===== config.mk =====
export PLATFORM = sky130hd
export DESIGN_NAME = mem_wb_hilo
export DESIGN_NICKNAME = d
export VERILOG_FILES = /design/src/rtl/mem_wb_hilo.sv
export SDC_FILE = /design/constraint.sdc
export NUM_CORES = 1
export LEC_CHECK = 0
export BUFFER_PORTS_ARGS = -buffer_cell sky130_fd_sc_hd__clkbuf_2
export CAP_MARGIN = 20
export CORE_MARGIN = 5
export CORE_UTILIZATION = 35
export CTS_CLUSTER_SIZE = 16
export DETAILED_ROUTE_END_ITERATION = 10
export GPL_TIMING_DRIVEN = 0
export PLACE_DENSITY = 0.7
export SYNTH_ARGS = -nofsm -noshare
export SYNTH_HDL_FRONTEND = slang
export SYNTH_SLANG_ARGS = --single-unit

===== constraint.sdc =====
create_clock -name clk -period 1.8 [get_ports clk]
set_input_delay 0 -clock clk [delete_from_list [all_inputs] [get_ports clk]]
set_output_delay 0 -clock clk [all_outputs]
set_load 0.005 [all_outputs]

===== src/rtl/mem_wb_hilo.sv =====
// mem_wb_hilo: MEM/WB pipeline register plus the architectural HI/LO pair.
// Latches the MEM-stage writeback bundle, drives the GPR write port, commits
// HI/LO one edge after they reach WB, and serves a HI/LO read port to EX.
// Optional feature macro: HILO_BYPASS_EN. When defined, the EX read port
// forwards in-flight HI/LO values from MEM (youngest) and then WB.
// When undefined, EX sees only the committed HI/LO. In that case the hazard
// unit must stall EX for two cycles after any HI/LO producer.
module mem_wb_hilo #(
  parameter int REG_AW = 5,
  parameter int DATA_W = 32
) (
  input  logic              clk,
  input  logic              rst,
  input  logic              stall_i,
  input  logic              flush_i,
  input  logic [REG_AW-1:0] mem_wd,
  input  logic [DATA_W-1:0] mem_wdata,
  input  logic              mem_wreg,
  input  logic              mem_whilo,
  input  logic [DATA_W-1:0] mem_hi,
  input  logic [DATA_W-1:0] mem_lo,
  output logic [REG_AW-1:0] wb_wd,
  output logic [DATA_W-1:0] wb_wdata,
  output logic              wb_wreg,
  output logic [DATA_W-1:0] hi_o,
  output logic [DATA_W-1:0] lo_o,
  output logic [DATA_W-1:0] rd_hi_o,
  output logic [DATA_W-1:0] rd_lo_o
);

  // HI/LO half of the WB latch; not visible outside except through the bypass.
  logic              wb_whilo;
  logic [DATA_W-1:0] wb_hi;
  logic [DATA_W-1:0] wb_lo;

  // MEM/WB latch. Reset beats flush, flush beats stall, stall beats load.
  always_ff @(posedge clk) begin
    if (rst) begin
      wb_wd    <= '0;
      wb_wdata <= '0;
      wb_wreg  <= 1'b0;
      wb_whilo <= 1'b0;
      wb_hi    <= '0;
      wb_lo    <= '0;
    end else if (flush_i) begin
      wb_wd    <= '0;
      wb_wdata <= '0;
      wb_wreg  <= 1'b0;
      wb_whilo <= 1'b0;
      wb_hi    <= '0;
      wb_lo    <= '0;
    end else if (!stall_i) begin
      wb_wd    <= mem_wd;
      wb_wdata <= mem_wdata;
      wb_wreg  <= mem_wreg;
      wb_whilo <= mem_whilo;
      wb_hi    <= mem_hi;
      wb_lo    <= mem_lo;
    end
  end

  // HI/LO commit from the pre-edge WB latch. This is independent of stall/flush.
  // A held write during a stall simply rewrites the same values.
  always_ff @(posedge clk) begin
    if (rst) begin
      hi_o <= '0;
      lo_o <= '0;
    end else if (wb_whilo) begin
      hi_o <= wb_hi;
      lo_o <= wb_lo;
    end
  end

  // EX read port: the youngest in-flight HI/LO value wins when bypass is enabled.
  always_comb begin
`ifdef HILO_BYPASS_EN
    if (mem_whilo) begin
      rd_hi_o = mem_hi;
      rd_lo_o = mem_lo;
    end else if (wb_whilo) begin
      rd_hi_o = wb_hi;
      rd_lo_o = wb_lo;
    end else begin
      rd_hi_o = hi_o;
      rd_lo_o = lo_o;
    end
`else
    rd_hi_o = hi_o;
    rd_lo_o = lo_o;
`endif
  end

endmodule


==> impl_metrics.yaml, run 1 <==
floorplanning:
  pin_count: 273
  dieWidth_um: 146
  die_h_um: 146
  rows: 49
  die_area_um2: 21200
  core_um2: 18000
  initial_core_util: 0.357
synthesis:
  ys_seq_area_frac: 0.520
  synth_fp_nets: 711
  synthCells: 604
  ys_ff_latch: 167
  synth.largest_area_cell: "dfxtp_1"
  synth.distinct_cells: 8
  ys_warn_count: 0
  syn-cell-area_um2: 6430
  synth_area_per_cell_um2: 10.6
  synth.area.top_cells: "dfxtp_1 (52%), mux2i_1 (26%), nor2_1 (9.8%), buf_4 (8.2%), buf_6 (2.8%)"
  synth.top_cell.area_share: 0.520
placement:
  hpwl_mm: 12.2
  post_dp_cell_area_um2: 8070
  io_buffers: 271
  place.gp.congestion: 0.777
final_layout:
  drive_above_1_share: 0.395
  mostFrequentLayoutCells: "clkbuf_2 (271), mux2i_1 (167), nor2_1 (167), dfxtp_1 (167), dlygate4sd3_1 (103)"
  final_nets: 1104
  syn_to_final_growth_pct: 50.3
  final_cell_area_um2: 9660
  final_common_cell: "clkbuf_2"
  diodes: 0
timing:
  tns_ns: 0
  final-setup-viol-count: 0
  fin_skew_ns: 0.00673
  tightest_slew_ns: 0.501
  slew_violations: 0
  hold_viol_final: 0
  layout_min_cycle_time_ns: 1.18
  relSlewSlack: 0.666
  finalCritPeriodShare: 0.656
  fmax_mhz: 847
  rsz0062_at_grt: "no"
  holdWs_ns: 0.114
pwr:
  p_leak_uw: 0.00475
  peakVddDrop_v: 0.000607
  powerDensity_nw_per_um2: 836
run_status:
  outcome: "completed"
setup_path:
  crit_arrival_ns: 1.48
  end_kind: "register"
  cp_max_fo: 10
  path_class: "register to register"
  worstPathRequired_ns: 2.10
  start_kind: "register"
cts:
  cts_tree: "done"
  cts_root_buf: "clkbuf_16"
  cts_sinks: 167
  htreeDepth: 4
  clockBufferDepth: 2
  clock_latency_ns: 0.41
  clk_pin_slew_ns: 0.06
  numCtsBuffers: 17
  cts_setup_buffers: 0
detailed_routing:
  via_per_inst: 4.29
  routedWlPerCell_um: 14.0
  antenna_left: 0
  vias: 5310
  drc_errors: 0
  drtPass1Iterations: 4
  drt_iter0_drc: 196
  wl_mm: 17.4
hold_path:
  worstHoldPathType: "primary input to register"
global_routing:
  antenna_found_initial: 0
  grt_start_max_net_pins: 17
  first_global_vias: 5586
  grt_pass1_wl_mm: 28.5
  grtUsageTotal: 0.163
  globalRoute.totalOverflow: 0
run:
  maxCapViolations: 0
critical path, stage by stage, from the launching register on:
cell and delay, ns:
dfxtp_1 0.32, buf_4 0.21, buf_4 0.26, mux2i_1 0.22
nor2_1 0.05
metal layers:
metal	vias to the layer above	track usage	wire length (um)
met5	-	0	0
met1	2432	0.191	7400
li1	2702	-	-
met2	162	0.292	8810
met3	14	0.0483	990
met4	0	0.0406	176
sequential cells by signal, indices dropped and copies added (netlist names):
name	count
hi_o	32
wb_wdata	32
lo_o	32
wb_hi	32
wb_wd	5
wb_whilo	1
wb_wreg	1
wb_lo	32
cell type report:
type	instances	area, um^2
multi-input cells	335	2300
repair buffers	374	2390
clock inverters	13	123
flip-flops and latches	167	3340
clock buffers	18	439
plain buffers	102	779
well taps	229	287
fillers	1618	8360
path summary, 6_finish.rpt:
kind / from / end / slack, ns / cells after the start
worst min register to register: wb_hi[0] / hi_o[0] / 0.49 / 2
worst min-delay path: rst / lo_o[0] / 0.11 / 3
worst max-delay path: wb_whilo / hi_o[1] / 0.62 / 4
worst max register to register: wb_whilo / hi_o[1] / 0.62 / 4
what timing repair did:
| item | CTS | global route |
|---|---|---|
| hold buffers | 103 | 0 |
| resized for setup | 0 | 0 |
| hold endpoints to repair | 103 | 0 |
Yosys cell counts:
library cell / instances
clkbuf_1: 5
nor2_1: 167
buf_4: 70
buf_6: 16
dfxtp_1: 167
or2_1: 1
buf_2: 11
mux2i_1: 167
cells by family after synthesis:
| kind of cell | after synthesis | synth area share |
|---|---|---|
| simple gates | 168 | 0.0985 |
| mux | 167 | 0.260 |
| flops | 167 | 0.520 |
| buf+inv | 102 | 0.121 |
per-stage QoR:
stage               setup WS (ns)  utilization  power (uW)  instances
finish                      0.620        0.536        8080       1238
global route                0.477        0.536        8410       1238
CTS                         0.578        0.536        8180       1238
detailed placement          0.550        0.448        4490       1104
global placement            0.564        0.448        4480       1104
floorplan                   0.775            -        4250        604
power breakdown:
| group | internal [uW] | switching, uW |
|---|---|---|
| sequential | 3780 | 44.9 |
| combinational | 447 | 317 |
| clock | 1950 | 1530 |
Power figures use the tool's default switching activity.
==> inputs of run 2 (changes only) <==
==> constraint.sdc (replaced) <==
create_clock -name clk -period 1.1 [get_ports clk]
set_input_delay 0 -clock clk [delete_from_list [all_inputs] [get_ports clk]]
set_output_delay 0 -clock clk [all_outputs]
set_load 0.005 [all_outputs]
==> run 2 against run 1 <==
  * Clock-buffer cell count is the same
  * Combinational power grew 66%
  * Register-to-register slack lost 0.57 ns
  * Cell area grew 0.78%
  * Sequential power grew 64%
  * Non-clock buffer count grew 1
  * Total power grew 64%
  * Setup slack lost 0.59 ns
  * Final cell count is essentially flat
  * First-iteration DRC count grew 2.6%
  * Via count grew 0.43%
  * Critical endpoint is now rd_hi_o[21]
  * Largest cell class unchanged
  * Highest routed layer unchanged
==> impl_metrics.yaml, run 2 (synthesized netlist as in run 1, its figures left out) <==
run_status:
  outcome: "completed"
final_layout:
  instances_no_fill: 1239
  final_nets: 1105
  final_cell_area_um2: 9740
  diodes: 0
  drive_above_1_share: 0.398
  syn_to_final_growth_pct: 51.5
  mostFrequentLayoutCells: "clkbuf_2 (271), nor2_1 (167), mux2i_1 (166), dfxtp_1 (166), dlygate4sd3_1 (103)"
  final_common_cell: "clkbuf_2"
global_routing:
  grt_start_max_net_pins: 17
  grtUsageTotal: 0.163
  globalRoute.totalOverflow: 0
  antenna_found_initial: 0
  grt_pass1_wl_mm: 28.6
  first_global_vias: 5592
pwr:
  p_leak_uw: 0.00477
  powerDensity_nw_per_um2: 1360
  peakVddDrop_v: 0.000965
detailed_routing:
  drtPass1Iterations: 4
  drc_errors: 0
  vias: 5333
  drt_iter0_drc: 201
  via_per_inst: 4.30
  antenna_left: 0
  wl_mm: 17.3
  routedWlPerCell_um: 14.0
floorplanning:
  dieWidth_um: 146
  die_area_um2: 21200
  die_h_um: 146
  initial_core_util: 0.357
  core_um2: 18000
  rows: 49
  pin_count: 273
setup_path:
  path_class: "register to output pin"
  path_delay_family: "flip-flops"
  crit_buf_inv: 2
  cp_max_fo: 3
  slowest_stage: "dfxtp_1"
  path_cells: "buf_4 -> clkbuf_2"
  crit_arrival_ns: 1.07
  end_kind: "output pin"
  start_kind: "register"
  worstPathRequired_ns: 1.10
  max_stage_delay_ns: 0.43
timing:
  final-setup-viol-count: 0
  slew_violations: 0
  fmax_mhz: 933
  relSlewSlack: 0.663
  tightest_slew_ns: 0.506
  tns_ns: 0
  fin_skew_ns: 0.00645
  finalCritPeriodShare: 0.975
  hold_viol_final: 0
  layout_min_cycle_time_ns: 1.07
  rsz0062_at_grt: "yes"
hold_path:
  worstHoldPathType: "primary input to register"
cts:
  clockBufferDepth: 2
  clk_pin_slew_ns: 0.07
  cts_sinks: 167
  htreeDepth: 4
  clock_latency_ns: 0.41
  cts_tree: "done"
  cts_root_buf: "clkbuf_16"
  numCtsBuffers: 17
placement:
  post_dp_cell_area_um2: 8070
  hpwl_mm: 12.2
  io_buffers: 271
  place.gp.congestion: 0.777
  place_inst: 1104
run:
  maxCapViolations: 0
run 2: worst paths after layout:
path              startpoint          end  slack, ns  cells past startpoint
setup / recovery    hi_o[21]  rd_hi_o[21]       0.03                      2
hold / removal           rst      lo_o[0]       0.12                      3
setup reg to reg    wb_whilo     hi_o[22]       0.05                      4
hold reg to reg     wb_hi[3]      hi_o[3]       0.49                      2
run 2: where the power goes:
part	leakage (uW)	internal (uW)	switching [uW]
clock network	0.000271	3200	2510
logic	0.00314	748	520
registers	0.00136	6180	73.9
total	0.00477	10100	3110
run 2: stage by stage:
| step | setup WS (ns) | total power [uW] | hold WS [ns] | util |
|---|---|---|---|---|
| 6_report | 0.0276 | 13200 | 0.115 | 0.540 |
| 3_5_place_dp | -0.150 | 7350 | 0.238 | 0.448 |
| 5_1_grt | -0.0205 | 13800 | 0.155 | 0.540 |
| 3_3_place_gp | -0.136 | 7340 | 0.229 | 0.448 |
| 2_1_floorplan | 0.0747 | 6960 | 0.144 | - |
| 4_1_cts | -0.00270 | 13400 | 0.114 | 0.539 |
run 2: layer usage:
layer	wire length, um	track usage	vias up
li1	-	-	2711
met1	7380	0.191	2443
met2	8770	0.292	161
met3	993	0.0483	18
met4	190	0.0406	0
met5	0	0	-
run 2: timing repair:
action,4_1_cts,5_1_grt
resized for setup,14,4
hold endpoints to repair,103,0
buffers inserted,1,0
setup endpoints to repair,49,45
pin swaps,0,0
hold buffers,103,0
run 2: tightest hold or removal path, cell delays in order:
cell      delay, ns
clkbuf_2       0.09
clkbuf_1       0.25
nor2_1         0.15
run 2: cell type report:
type / instances / area, um^2
timing repair buffer: 375 / 2390
tap: 229 / 287
buffer: 102 / 842
sequential: 167 / 3340
clock buffer: 18 / 439
clock inverter: 13 / 123
fill: 1609 / 8290
multi-input combinational: 335 / 2310
